===== src/rtl/prng_symbol_arbiter.sv =====
// prng_symbol_arbiter
// Shares one serial prng_lfsr among NUM_REQ requesters. Requests are granted
// round-robin. The granted symbol width is loaded into the LFSR as its mode,
// the LFSR is enabled, and its valid bits are collected LSB first. The symbol
// is then returned on one tagged response channel.
//
// Ports
//   clock, resetn          : clock and synchronous active-low reset
//   req_valid / req_width  : per-requester strobe and symbol width (slice i = requester i)
//   req_ready              : one-hot accept, combinational, asserted only while idle
//   rsp_valid / rsp_ready  : response handshake
//   rsp_id                 : index of the requester being answered
//   rsp_symbol             : random symbol, zero at and above the width
//   rsp_error              : illegal width or LFSR timeout; symbol is zero when set
//   lfsr_load_mode, lfsr_mode, lfsr_enable : control outputs to prng_lfsr
//   lfsr_valid, lfsr_bit   : serial output from prng_lfsr
module prng_symbol_arbiter #(
    parameter int NUM_REQ        = 4,
    parameter int MAXSYMBOLWIDTH = 128,
    parameter int MODE_W         = $clog2(MAXSYMBOLWIDTH) + 1,
    parameter int TIMEOUT        = 1024
) (
    input  logic                         clock,
    input  logic                         resetn,
    input  logic [NUM_REQ-1:0]           req_valid,
    input  logic [NUM_REQ*MODE_W-1:0]    req_width,
    output logic [NUM_REQ-1:0]           req_ready,
    output logic                         rsp_valid,
    input  logic                         rsp_ready,
    output logic [$clog2(NUM_REQ)-1:0]   rsp_id,
    output logic [MAXSYMBOLWIDTH-1:0]    rsp_symbol,
    output logic                         rsp_error,
    output logic                         lfsr_load_mode,
    output logic [MODE_W-1:0]            lfsr_mode,
    output logic                         lfsr_enable,
    input  logic                         lfsr_valid,
    input  logic                         lfsr_bit
);

    localparam int ID_W  = $clog2(NUM_REQ);
    localparam int CNT_W = $clog2(MAXSYMBOLWIDTH);
    localparam int TO_W  = $clog2(TIMEOUT + 1);
    localparam logic [ID_W:0]     NREQ_L = (ID_W+1)'(NUM_REQ);
    localparam logic [MODE_W-1:0] MAXW_L = MODE_W'(MAXSYMBOLWIDTH);

    typedef enum logic [1:0] {S_IDLE, S_LOAD, S_RUN, S_RESP} state_t;

    state_t                    r_state;
    logic [ID_W-1:0]           r_rr;
    logic [ID_W-1:0]           r_id;
    logic [MODE_W-1:0]         r_width;
    logic [MODE_W-1:0]         r_cnt;
    logic [TO_W-1:0]           r_tcnt;
    logic [MAXSYMBOLWIDTH-1:0] r_symbol;
    logic                      r_rsp_valid;
    logic                      r_rsp_error;
    logic                      r_load_mode;
    logic [MODE_W-1:0]         r_mode;
    logic                      r_enable;

    logic [ID_W:0]             w_sum  [NUM_REQ];
    logic [ID_W-1:0]           w_cand [NUM_REQ];
    logic [MODE_W-1:0]         w_width_arr [NUM_REQ];
    logic                      w_found;
    logic [ID_W-1:0]           w_grant_idx;
    logic [MODE_W-1:0]         w_sel_width;
    logic                      w_accept;
    logic [ID_W-1:0]           w_rr_next;

    // Candidate k is requester (rr + k) mod NUM_REQ; candidate 0 has priority.
    for (genvar gi = 0; gi < NUM_REQ; gi++) begin : g_cand
        assign w_sum[gi]       = {1'b0, r_rr} + (ID_W+1)'(gi);
        assign w_cand[gi]      = (w_sum[gi] >= NREQ_L) ? ID_W'(w_sum[gi] - NREQ_L)
                                                       : ID_W'(w_sum[gi]);
        assign w_width_arr[gi] = req_width[gi*MODE_W +: MODE_W];
    end

    always_comb begin
        w_found     = 1'b0;
        w_grant_idx = '0;
        for (int k = 0; k < NUM_REQ; k++) begin
            if (!w_found && req_valid[w_cand[k]]) begin
                w_found     = 1'b1;
                w_grant_idx = w_cand[k];
            end
        end
    end

    assign w_sel_width = w_width_arr[w_grant_idx];
    assign w_accept    = resetn && (r_state == S_IDLE) && w_found;
    assign req_ready   = w_accept ? (NUM_REQ'(1) << w_grant_idx) : '0;
    assign w_rr_next   = (w_grant_idx == ID_W'(NUM_REQ - 1)) ? '0 : w_grant_idx + ID_W'(1);

    always_ff @(posedge clock) begin
        if (!resetn) begin
            r_state     <= S_IDLE;
            r_rr        <= '0;
            r_id        <= '0;
            r_width     <= '0;
            r_cnt       <= '0;
            r_tcnt      <= '0;
            r_symbol    <= '0;
            r_rsp_valid <= 1'b0;
            r_rsp_error <= 1'b0;
            r_load_mode <= 1'b0;
            r_mode      <= '0;
            r_enable    <= 1'b0;
        end else begin
            case (r_state)
                S_IDLE: begin
                    if (w_accept) begin
                        r_id    <= w_grant_idx;
                        r_width <= w_sel_width;
                        r_rr    <= w_rr_next;
                        if ((w_sel_width == '0) || (w_sel_width > MAXW_L)) begin
                            // Illegal width: answer immediately, LFSR untouched.
                            r_state     <= S_RESP;
                            r_rsp_valid <= 1'b1;
                            r_rsp_error <= 1'b1;
                            r_symbol    <= '0;
                        end else begin
                            r_state     <= S_LOAD;
                            r_load_mode <= 1'b1;
                            r_mode      <= w_sel_width;
                        end
                    end
                end
                S_LOAD: begin
                    r_load_mode <= 1'b0;
                    r_enable    <= 1'b1;
                    r_cnt       <= '0;
                    r_tcnt      <= '0;
                    r_state     <= S_RUN;
                end
                S_RUN: begin
                    if (lfsr_valid) begin
                        r_symbol[r_cnt[CNT_W-1:0]] <= lfsr_bit;
                        r_tcnt <= '0;
                        if (r_cnt == r_width - MODE_W'(1)) begin
                            r_state     <= S_RESP;
                            r_enable    <= 1'b0;
                            r_rsp_valid <= 1'b1;
                            r_rsp_error <= 1'b0;
                        end else begin
                            r_cnt <= r_cnt + MODE_W'(1);
                        end
                    end else if (r_tcnt == TO_W'(TIMEOUT - 1)) begin
                        // This idle cycle is the TIMEOUT-th in a row: abort.
                        r_state     <= S_RESP;
                        r_enable    <= 1'b0;
                        r_rsp_valid <= 1'b1;
                        r_rsp_error <= 1'b1;
                        r_symbol    <= '0;
                    end else begin
                        r_tcnt <= r_tcnt + TO_W'(1);
                    end
                end
                S_RESP: begin
                    if (rsp_ready) begin
                        r_state     <= S_IDLE;
                        r_rsp_valid <= 1'b0;
                        r_rsp_error <= 1'b0;
                        r_symbol    <= '0;
                        r_cnt       <= '0;
                        r_tcnt      <= '0;
                    end
                end
                default: r_state <= S_IDLE;
            endcase
        end
    end

    assign rsp_valid      = r_rsp_valid;
    assign rsp_id         = r_id;
    assign rsp_symbol     = r_symbol;
    assign rsp_error      = r_rsp_error;
    assign lfsr_load_mode = r_load_mode;
    assign lfsr_mode      = r_mode;
    assign lfsr_enable    = r_enable;

endmodule


===== config.mk =====
export PLATFORM = sky130hd
export DESIGN_NAME = prng_symbol_arbiter
export DESIGN_NICKNAME = d
export VERILOG_FILES = /design/src/rtl/prng_symbol_arbiter.sv
export SDC_FILE = /design/constraint.sdc
export NUM_CORES = 1
export LEC_CHECK = 0
export ABC_AREA = 1
export ABC_CLOCK_PERIOD_IN_PS = 2850
export CORE_MARGIN = 5
export CORE_UTILIZATION = 25
export DETAILED_ROUTE_END_ITERATION = 10
export SLEW_MARGIN = 20
export SYNTH_ARGS = -nofsm -noshare
export SYNTH_HDL_FRONTEND = slang
export SYNTH_SLANG_ARGS = --single-unit

===== constraint.sdc =====
create_clock -name clock -period 2.85 [get_ports clock]
set_input_delay 0.285 -clock clock [delete_from_list [all_inputs] [get_ports clock]]
set_output_delay 0.285 -clock clock [all_outputs]
set_load 0.01 [all_outputs]

After elaboration in Yosys (flattened, before gate mapping)
Index checks and enable logic that the tools add are counted.
{"block": "totals", "reg_bits": 173, "inputBits": 41, "word_cells": 143, "out_inout_bits": 146}
{"block": "op_classes", "magnitude_cmp": 12, "shift": 1, "n_reduce_logical": 25, "bitwise": 2, "mux": 65, "add_sub_neg": 11, "eq_ne": 15}
{"op": "128-bit two-way mux", "n": 5}
{"op": "128-bit case mux with 3 select lines", "n": 1}
{"op": "128-bit bitwise mux", "n": 1}
{"op": "8-bit two-way mux", "n": 5}
{"op": "11-bit two-way mux", "n": 3}
{"op": "11-bit case mux with 3 select lines", "n": 1}
{"op": "2-bit two-way mux", "n": 15}
{"op": "8-bit case mux with 3 select lines", "n": 1}
{"op": "1-bit two-way mux", "n": 21}
{"op": "8-bit binary-select mux with 2-bit select", "n": 1}
{"op": "3-bit >= comparator, second input constant", "n": 4}
{"op": "2-bit by 3-bit < comparator with 1-bit output, second input constant", "n": 4}
{"op": "3-bit AND reduction", "n": 4}
{"op": "11-bit by 1-bit adder with 11-bit output, second input constant", "n": 1}
{"op": "11-bit by 10-bit == test with 1-bit output, second input constant", "n": 1}
{"op": "2-bit inequality test, second input constant", "n": 5}
{"op": "3-bit inequality test, second input constant", "n": 3}
{"op": "8-bit by 1-bit adder with 8-bit output, second input constant", "n": 1}
{"op": "1-bit binary-select mux with 2-bit select", "n": 4}
{"op": "8-bit == test", "n": 1}
{"op": "8-bit > comparator, second input constant", "n": 1}
{"op": "8-bit logical NOT", "n": 1}
{"op": "7-bit by 8-bit < comparator with 1-bit output, second input constant", "n": 1}
{"op": "2-bit case mux with 4 select lines", "n": 1}
{"op": "other kinds (27)", "n": 45}

Logic depth before layout (Yosys ltp)
{"block": "logic_depth", "depth_word": 23, "depth_mapped": 25, "depth_no_buf": 24}

Worst setup path before layout
No wires, ideal clock.
{"block": "synth_timing", "kind": "register to register", "from": "register r_rr[0]", "to": "register r_symbol[118] (netlist: rsp_symbol[118])", "n_path_buf": 3, "arrival_time_ps": 2271, "path_stages_with_launch": 21, "path_slack_ps": 446, "t_required_ps": 2718, "cell_sequence": "dfxtp_1 > buf_4 > nand2_1 > nand3_1 > nand2_2 > nor2_4 > nand3_2 > nand3_2 > buf_6 > inv_2 > nand2_1 > nand3_1 > nand2_1 > nand2_1 > nor2_1 > nand2_1 > nand3_2 > clkbuf_1 > nand3_1 > nand2_1 > a21oi_1"}
{"block": "synth_via", "elab_chain_cells": 22, "elab_cells_between_ends": 48, "cone_classes": "7 x add/sub; 5 x order compare; 2 x eq/ne; 23 x mux; 1 x bitwise; 10 x reduce/logical"}
{"element": "from (decl)", "line_no": "49", "text": "logic [ID_W-1:0] r_rr;"}
{"element": "from (signal assigned)", "line_no": "114", "text": "r_rr <= w_rr_next;"}
{"element": "parallel branches: the longest is 13 deep, another holds 2-bit by 1-bit adder with 3-bit output"}
{"element": "2-bit two-way mux (*)", "line_no": "82", "text": "if (!w_found && req_valid[w_cand[k]]) begin"}
{"element": "named net w_grant_idx[0]", "line_no": "65", "text": "logic [ID_W-1:0] w_grant_idx;"}
{"element": "2-bit NOT with 3-bit output (implied by the code) (*)", "line_no": "89", "text": "assign w_sel_width = w_width_arr[w_grant_idx];"}
{"element": "8-bit binary-select mux with 2-bit select (*)", "line_no": "89"}
{"element": "8-bit two-way mux (implied by the code) (*) (2 in series)", "line_no": "89"}
{"element": "8-bit > comparator / 8-bit logical NOT (equally long branches)", "line_no": "115", "text": "if ((w_sel_width == '0) || (w_sel_width > MAXW_L)) begin"}
{"element": "1-bit logical OR (*)", "line_no": "115"}
{"element": "2-bit by 1-bit inequality test with 1-bit output (no source line) (*)"}
{"element": "5-bit AND reduction (no source line) (*)"}
{"element": "to (signal, indexed assignment)", "line_no": "137", "text": "r_symbol[r_cnt[CNT_W-1:0]] <= lfsr_bit;"}
{"element": "to (decl)", "line_no": "54", "text": "logic [MAXSYMBOLWIDTH-1:0] r_symbol;"}
Mark *: on every way through the listed nets, which the timed path passes. The select of a mux whose other input is x is not followed.
A chain may end at the register's enable or synchronous reset.

Worst setup path in the final report
{"block": "layout_timing", "from": "register r_rr[0]", "to": "register r_symbol[40] (netlist: rsp_symbol[40])"}
{"block": "layout_via", "elab_chain_cells": 22, "elab_cells_between_ends": 48, "cone_classes": "7 x add/sub; 5 x order compare; 2 x eq/ne; 23 x mux; 1 x bitwise; 10 x reduce/logical"}
{"element": "parallel branches: the longest is 21 deep, another holds 2-bit by 1-bit adder with 3-bit output"}
{"element": "5-bit AND reduction (no source line) (*)"}
Every way passes the cells marked *. The select of a mux whose other input is x is not followed.

==> Flow_metrics.wiki <==
{| class="wikitable"
! Metric !! Value
|-
| Layout-stage area growth over the synthesis result || 51.96%
|-
| Top flip-flop cell by instance count after synthesis || sky130_fd_sc_hd__dfxtp_1
|-
| Syn_nets || 1594
|-
| Die X-Extent || 210.1 µm
|-
| Wire length of the first global-routing pass || 55.87 mm
|-
| Hold_buf cts || 0
|-
| Pwr per Cell Area || 1190 nW/µm²
|-
| Outcome || finished with violations
|-
| Startpoint type of the worst setup path || flop
|-
| Clock insertion delay at the later pin of the skew report || 0.43 ns
|-
| Minimum period implied by the final worst setup slack || 3.004 ns
|-
| Worst min-delay path class || flop to flop
|-
| Last weighted congestion value of the routability-driven placer || 0.8578
|-
| Total number of nets in the final design || 1790
|-
| Maximum fanout count along the critical path || 10
|-
| Worst setup margin || -0.1540 ns
|-
| Via count of the first global-routing pass || 10260
|-
| Worst setup timing slack at the placement stage || -0.2663 ns
|-
| Number of placed I/O pins || 187
|-
| Required time of the worst setup path || 3.17 ns
|-
| Number of pins with negative max-slew slack in the final report || 0
|-
| Routed wire length || 39.93 mm
|-
| Depth of the CTS H-tree || 4
|-
| Post-synth ARST share || 0
|-
| Number of vias per cell after detailed routing || 5.157
|-
| Setup slack, reg-to-reg || -0.15 ns
|-
| Die height || 210.1 µm
|-
| Cell taking the most area after synthesis || sky130_fd_sc_hd__dfxtp_1
|-
| Die footprint || 44130 µm²
|-
| DRC || 0
|-
| Worst IR drop on VDD || 0.5643 mV
|-
| Violated checks || negative setup slack
|-
| Initial DRT Pass Iterations || 6
|-
| Achievable frequency || 332.9 MHz
|-
| Final HPWL from detailed placement || 23.49 mm
|-
| Biggest area contributors in the synthesized netlist || sky130_fd_sc_hd__dfxtp_1 35%, sky130_fd_sc_hd__nand2_1 9.7%, sky130_fd_sc_hd__nand4_1 9.0%
|-
| Remaining Overflow, GRT || 0
|-
| Largest net degree at the start of global routing || 74
|-
| Type of the setup path with the least slack || flop to flop
|-
| Slew margin rel. || 0.3552
|-
| #FFs+latches synth || 173
|-
| Setup repair after global routing missed its margin || yes
|-
| Final period utilization || 1.054
|-
| Total routing resource utilization after global routing || 0.1541
|-
| Antenna cell count || 0
|-
| Worst-Margin Slew || 0.9661 ns
|-
| Post-route ant nets || 0
|-
| Portion of synthesized cell area occupied by the leading cell type || 0.3461
|-
| Max-cap violation count || 0
|-
| Clock input transition at the sequential cells of the worst setup and hold paths || 0.07 ns
|-
| EDFF count, synth || 0
|-
| Fillers || 4090
|-
| Number of buffers added on ports || 186
|-
| Register area || 3471 µm²
|-
| Placement Rows || 73
|-
| Final hold slack || 0.4498 ns
|-
| Metal-1 WL || 17.36 mm
|-
| Part of the Yosys area used for sequential elements || 0.3461
|-
| Setup-failing EPs final || 131
|-
| Clock tree from TritonCTS || built
|-
| Area taken by multi-input logic gates || 6346 µm²
|-
| Buffers from clock root to sink, at most || 2
|-
| Endpoints failing hold || 0
|-
| Lkg Pwr || 5.238 nW
|-
| Data arrival at the endpoint of the critical path || 3.32 ns
|-
| Number of CTS-inserted buffers || 17
|-
| Starting density of the core || 0.2524
|-
| Library cells used by synthesis || 34
|-
| Sink Count || 173
|-
| Highest Signal Layer || met4
|-
| Routed len/inst || 17.54 µm
|-
| Area post-placement || 12610 µm²
|-
| CTS Root Buffer Type || sky130_fd_sc_hd__clkbuf_16
|-
| Antenna violations before repair || 0
|-
| WL met3 || 2.255 mm
|-
| Finished layout cell area || 15210 µm²
|-
| Worst Skew || 0.01262 ns
|-
| Kind of end point of the critical path || flop
|-
| Gate Count Post-Synth || 1542
|-
| Drt initial violations || 883
|-
| Synth Area per Inst || 6.490 µm²
|-
| Sum of negative setup slack || -9.887 ns
|-
| Netlist area before placement || 10010 µm²
|-
| Placeable core area || 39640 µm²
|-
| Proportion of layout cells with a drive suffix above 1 || 0.2239
|-
| Met2 wire len || 19.25 mm
|-
| Number of warnings reported in the yosys synthesis log || 0
|-
| Number of vias after detailed routing || 11740
|}
==> critical path, stage by stage (launching register included) <==
cell and delay (ns):
sky130_fd_sc_hd__dfxtp_4 0.38, sky130_fd_sc_hd__buf_6 0.13, sky130_fd_sc_hd__nand2_1 0.06, sky130_fd_sc_hd__nand2_1 0.10, sky130_fd_sc_hd__nand2_1 0.09, sky130_fd_sc_hd__nand2_1 0.09
sky130_fd_sc_hd__nand2_2 0.08, sky130_fd_sc_hd__nand2_1 0.07, sky130_fd_sc_hd__nand2_2 0.09, sky130_fd_sc_hd__nand3_4 0.12, sky130_fd_sc_hd__clkbuf_16 0.19, sky130_fd_sc_hd__nand2_1 0.09
sky130_fd_sc_hd__nand3_2 0.08, sky130_fd_sc_hd__nand2_2 0.10, sky130_fd_sc_hd__inv_2 0.05, sky130_fd_sc_hd__nor2_2 0.09, sky130_fd_sc_hd__nand2_1 0.07, sky130_fd_sc_hd__nand2_2 0.10
sky130_fd_sc_hd__nand3_4 0.20, sky130_fd_sc_hd__buf_12 0.25, sky130_fd_sc_hd__buf_12 0.14, sky130_fd_sc_hd__clkbuf_16 0.14, sky130_fd_sc_hd__nand4_1 0.08, sky130_fd_sc_hd__a21oi_2 0.06
==> state kept, by name (all words and copies together), names as in the netlist, 2 cells and up <==
name and flops:
rsp_symbol 128, r_width 8, r_rr 2, rsp_id 2, r_tcnt 11, lfsr_mode 8
r_state 2, r_cnt 8
==> report_power, final <==
group	total, W	switching (W)	internal [W]
registers	0.00269	0.000112	0.00258
clock network	0.00231	0.00108	0.00123
logic	0.0131	0.00671	0.00639
total	0.0181	0.00790	0.0102
==> synth_stat cells (2+ instances only) <==
| cell type | count |
|---|---|
| sky130_fd_sc_hd__clkbuf_1 | 87 |
| sky130_fd_sc_hd__dfxtp_1 | 173 |
| sky130_fd_sc_hd__nand3_1 | 168 |
| sky130_fd_sc_hd__buf_1 | 6 |
| sky130_fd_sc_hd__buf_6 | 13 |
| sky130_fd_sc_hd__o21ai_0 | 145 |
| sky130_fd_sc_hd__buf_4 | 4 |
| sky130_fd_sc_hd__nor2_1 | 187 |
| sky130_fd_sc_hd__xnor2_1 | 4 |
| sky130_fd_sc_hd__a21oi_1 | 154 |
| sky130_fd_sc_hd__nor3b_1 | 2 |
| sky130_fd_sc_hd__o22ai_1 | 5 |
| sky130_fd_sc_hd__o21a_1 | 2 |
| sky130_fd_sc_hd__buf_2 | 41 |
| sky130_fd_sc_hd__inv_2 | 8 |
| sky130_fd_sc_hd__o211ai_1 | 2 |
| sky130_fd_sc_hd__a211oi_1 | 3 |
| sky130_fd_sc_hd__inv_1 | 82 |
| sky130_fd_sc_hd__nand3_2 | 4 |
| sky130_fd_sc_hd__ha_1 | 11 |
| sky130_fd_sc_hd__nand2_1 | 259 |
| sky130_fd_sc_hd__xor2_1 | 7 |
| sky130_fd_sc_hd__nand2_2 | 5 |
| sky130_fd_sc_hd__nor3_1 | 16 |
| sky130_fd_sc_hd__nand4_1 | 144 |
| sky130_fd_sc_hd__clkinv_1 | 2 |
==> per-layer routing <==
metal,vias up,track usage
met5,-,0
li1,5663,-
met2,421,0.2519
met4,0,0.04455
met1,5586,0.2089
met3,68,0.02783
==> cell usage in the layout, fill, tap and decap left out, types with 3 or more instances in the layout <==
cell type,Yosys,routed
sky130_fd_sc_hd__nand2_1,259,203
sky130_fd_sc_hd__clkdlybuf4s50_1,0,182
sky130_fd_sc_hd__nor2_1,187,178
sky130_fd_sc_hd__dfxtp_1,173,171
sky130_fd_sc_hd__nand4_1,144,144
sky130_fd_sc_hd__o21ai_0,145,144
sky130_fd_sc_hd__a21oi_1,154,106
sky130_fd_sc_hd__nand3_1,168,97
sky130_fd_sc_hd__inv_1,82,77
sky130_fd_sc_hd__buf_4,4,65
sky130_fd_sc_hd__nand3_2,4,59
sky130_fd_sc_hd__nand2_2,5,53
sky130_fd_sc_hd__a21oi_2,0,48
sky130_fd_sc_hd__clkbuf_16,0,38
sky130_fd_sc_hd__buf_12,0,22
sky130_fd_sc_hd__nand3_4,0,16
sky130_fd_sc_hd__nor3_1,16,16
sky130_fd_sc_hd__buf_6,13,16
sky130_fd_sc_hd__buf_8,0,13
sky130_fd_sc_hd__nor2_2,1,9
sky130_fd_sc_hd__ha_1,11,9
sky130_fd_sc_hd__nand2_4,0,8
sky130_fd_sc_hd__inv_2,8,7
sky130_fd_sc_hd__xor2_1,7,7
sky130_fd_sc_hd__clkinv_2,0,6
sky130_fd_sc_hd__inv_6,0,5
sky130_fd_sc_hd__inv_4,0,5
sky130_fd_sc_hd__o22ai_1,5,5
sky130_fd_sc_hd__buf_16,0,5
sky130_fd_sc_hd__xnor2_1,4,4
sky130_fd_sc_hd__a211oi_1,3,3
sky130_fd_sc_hd__clkinvlp_4,0,3
==> layout make-up <==
cell class	instances	area share
inverters	92	0.02394
well taps	525	0.04320
clock buffers	19	0.02913
flip-flops and latches	173	0.2282
repair buffers	328	0.2508
clock inverters	13	0.007405
multi-input cells	1126	0.4173
==> logic make-up (layout without fill, tap and decap cells) <==
kind of cell | Yosys count | in the layout | synth area share
buffers and inverters | 243 | 452 | 0.1075
AO/OA/AOI/OAI | 314 | 314 | 0.1604
flip-flops | 173 | 173 | 0.3461
XOR/XNOR | 11 | 11 | 0.009627
adder cells (fa/ha/maj) | 11 | 11 | 0.01375
AND/OR/NAND/NOR | 790 | 790 | 0.3626
==> final timing paths <==
check	from	endpoint	cells past startpoint
worst min register to register	lfsr_enable	lfsr_enable	2
worst max-delay path	r_rr[0]	rsp_symbol[40]	23
worst min-delay path	lfsr_enable	lfsr_enable	2
worst max register to register	r_rr[0]	rsp_symbol[40]	23
==> repair_timing <==
action | in CTS | in global routing
resized for setup | 19 | 274
endpoints found under the setup margin | 15 | 141
setup buffers | 4 | 33
pin swaps | 3 | 98
gates cloned | 4 | 25
==> stage by stage <==
stage	total power [W]	std cells	utilization
floorplan	0.007944	1542	-
global placement	0.01020	2182	0.3182
detailed placement	0.01034	2182	0.3182
CTS	0.01358	2221	0.3373
global route	0.01916	2276	0.3836
finish	0.01810	2276	0.3836
Power figures use the tool's default switching activity.
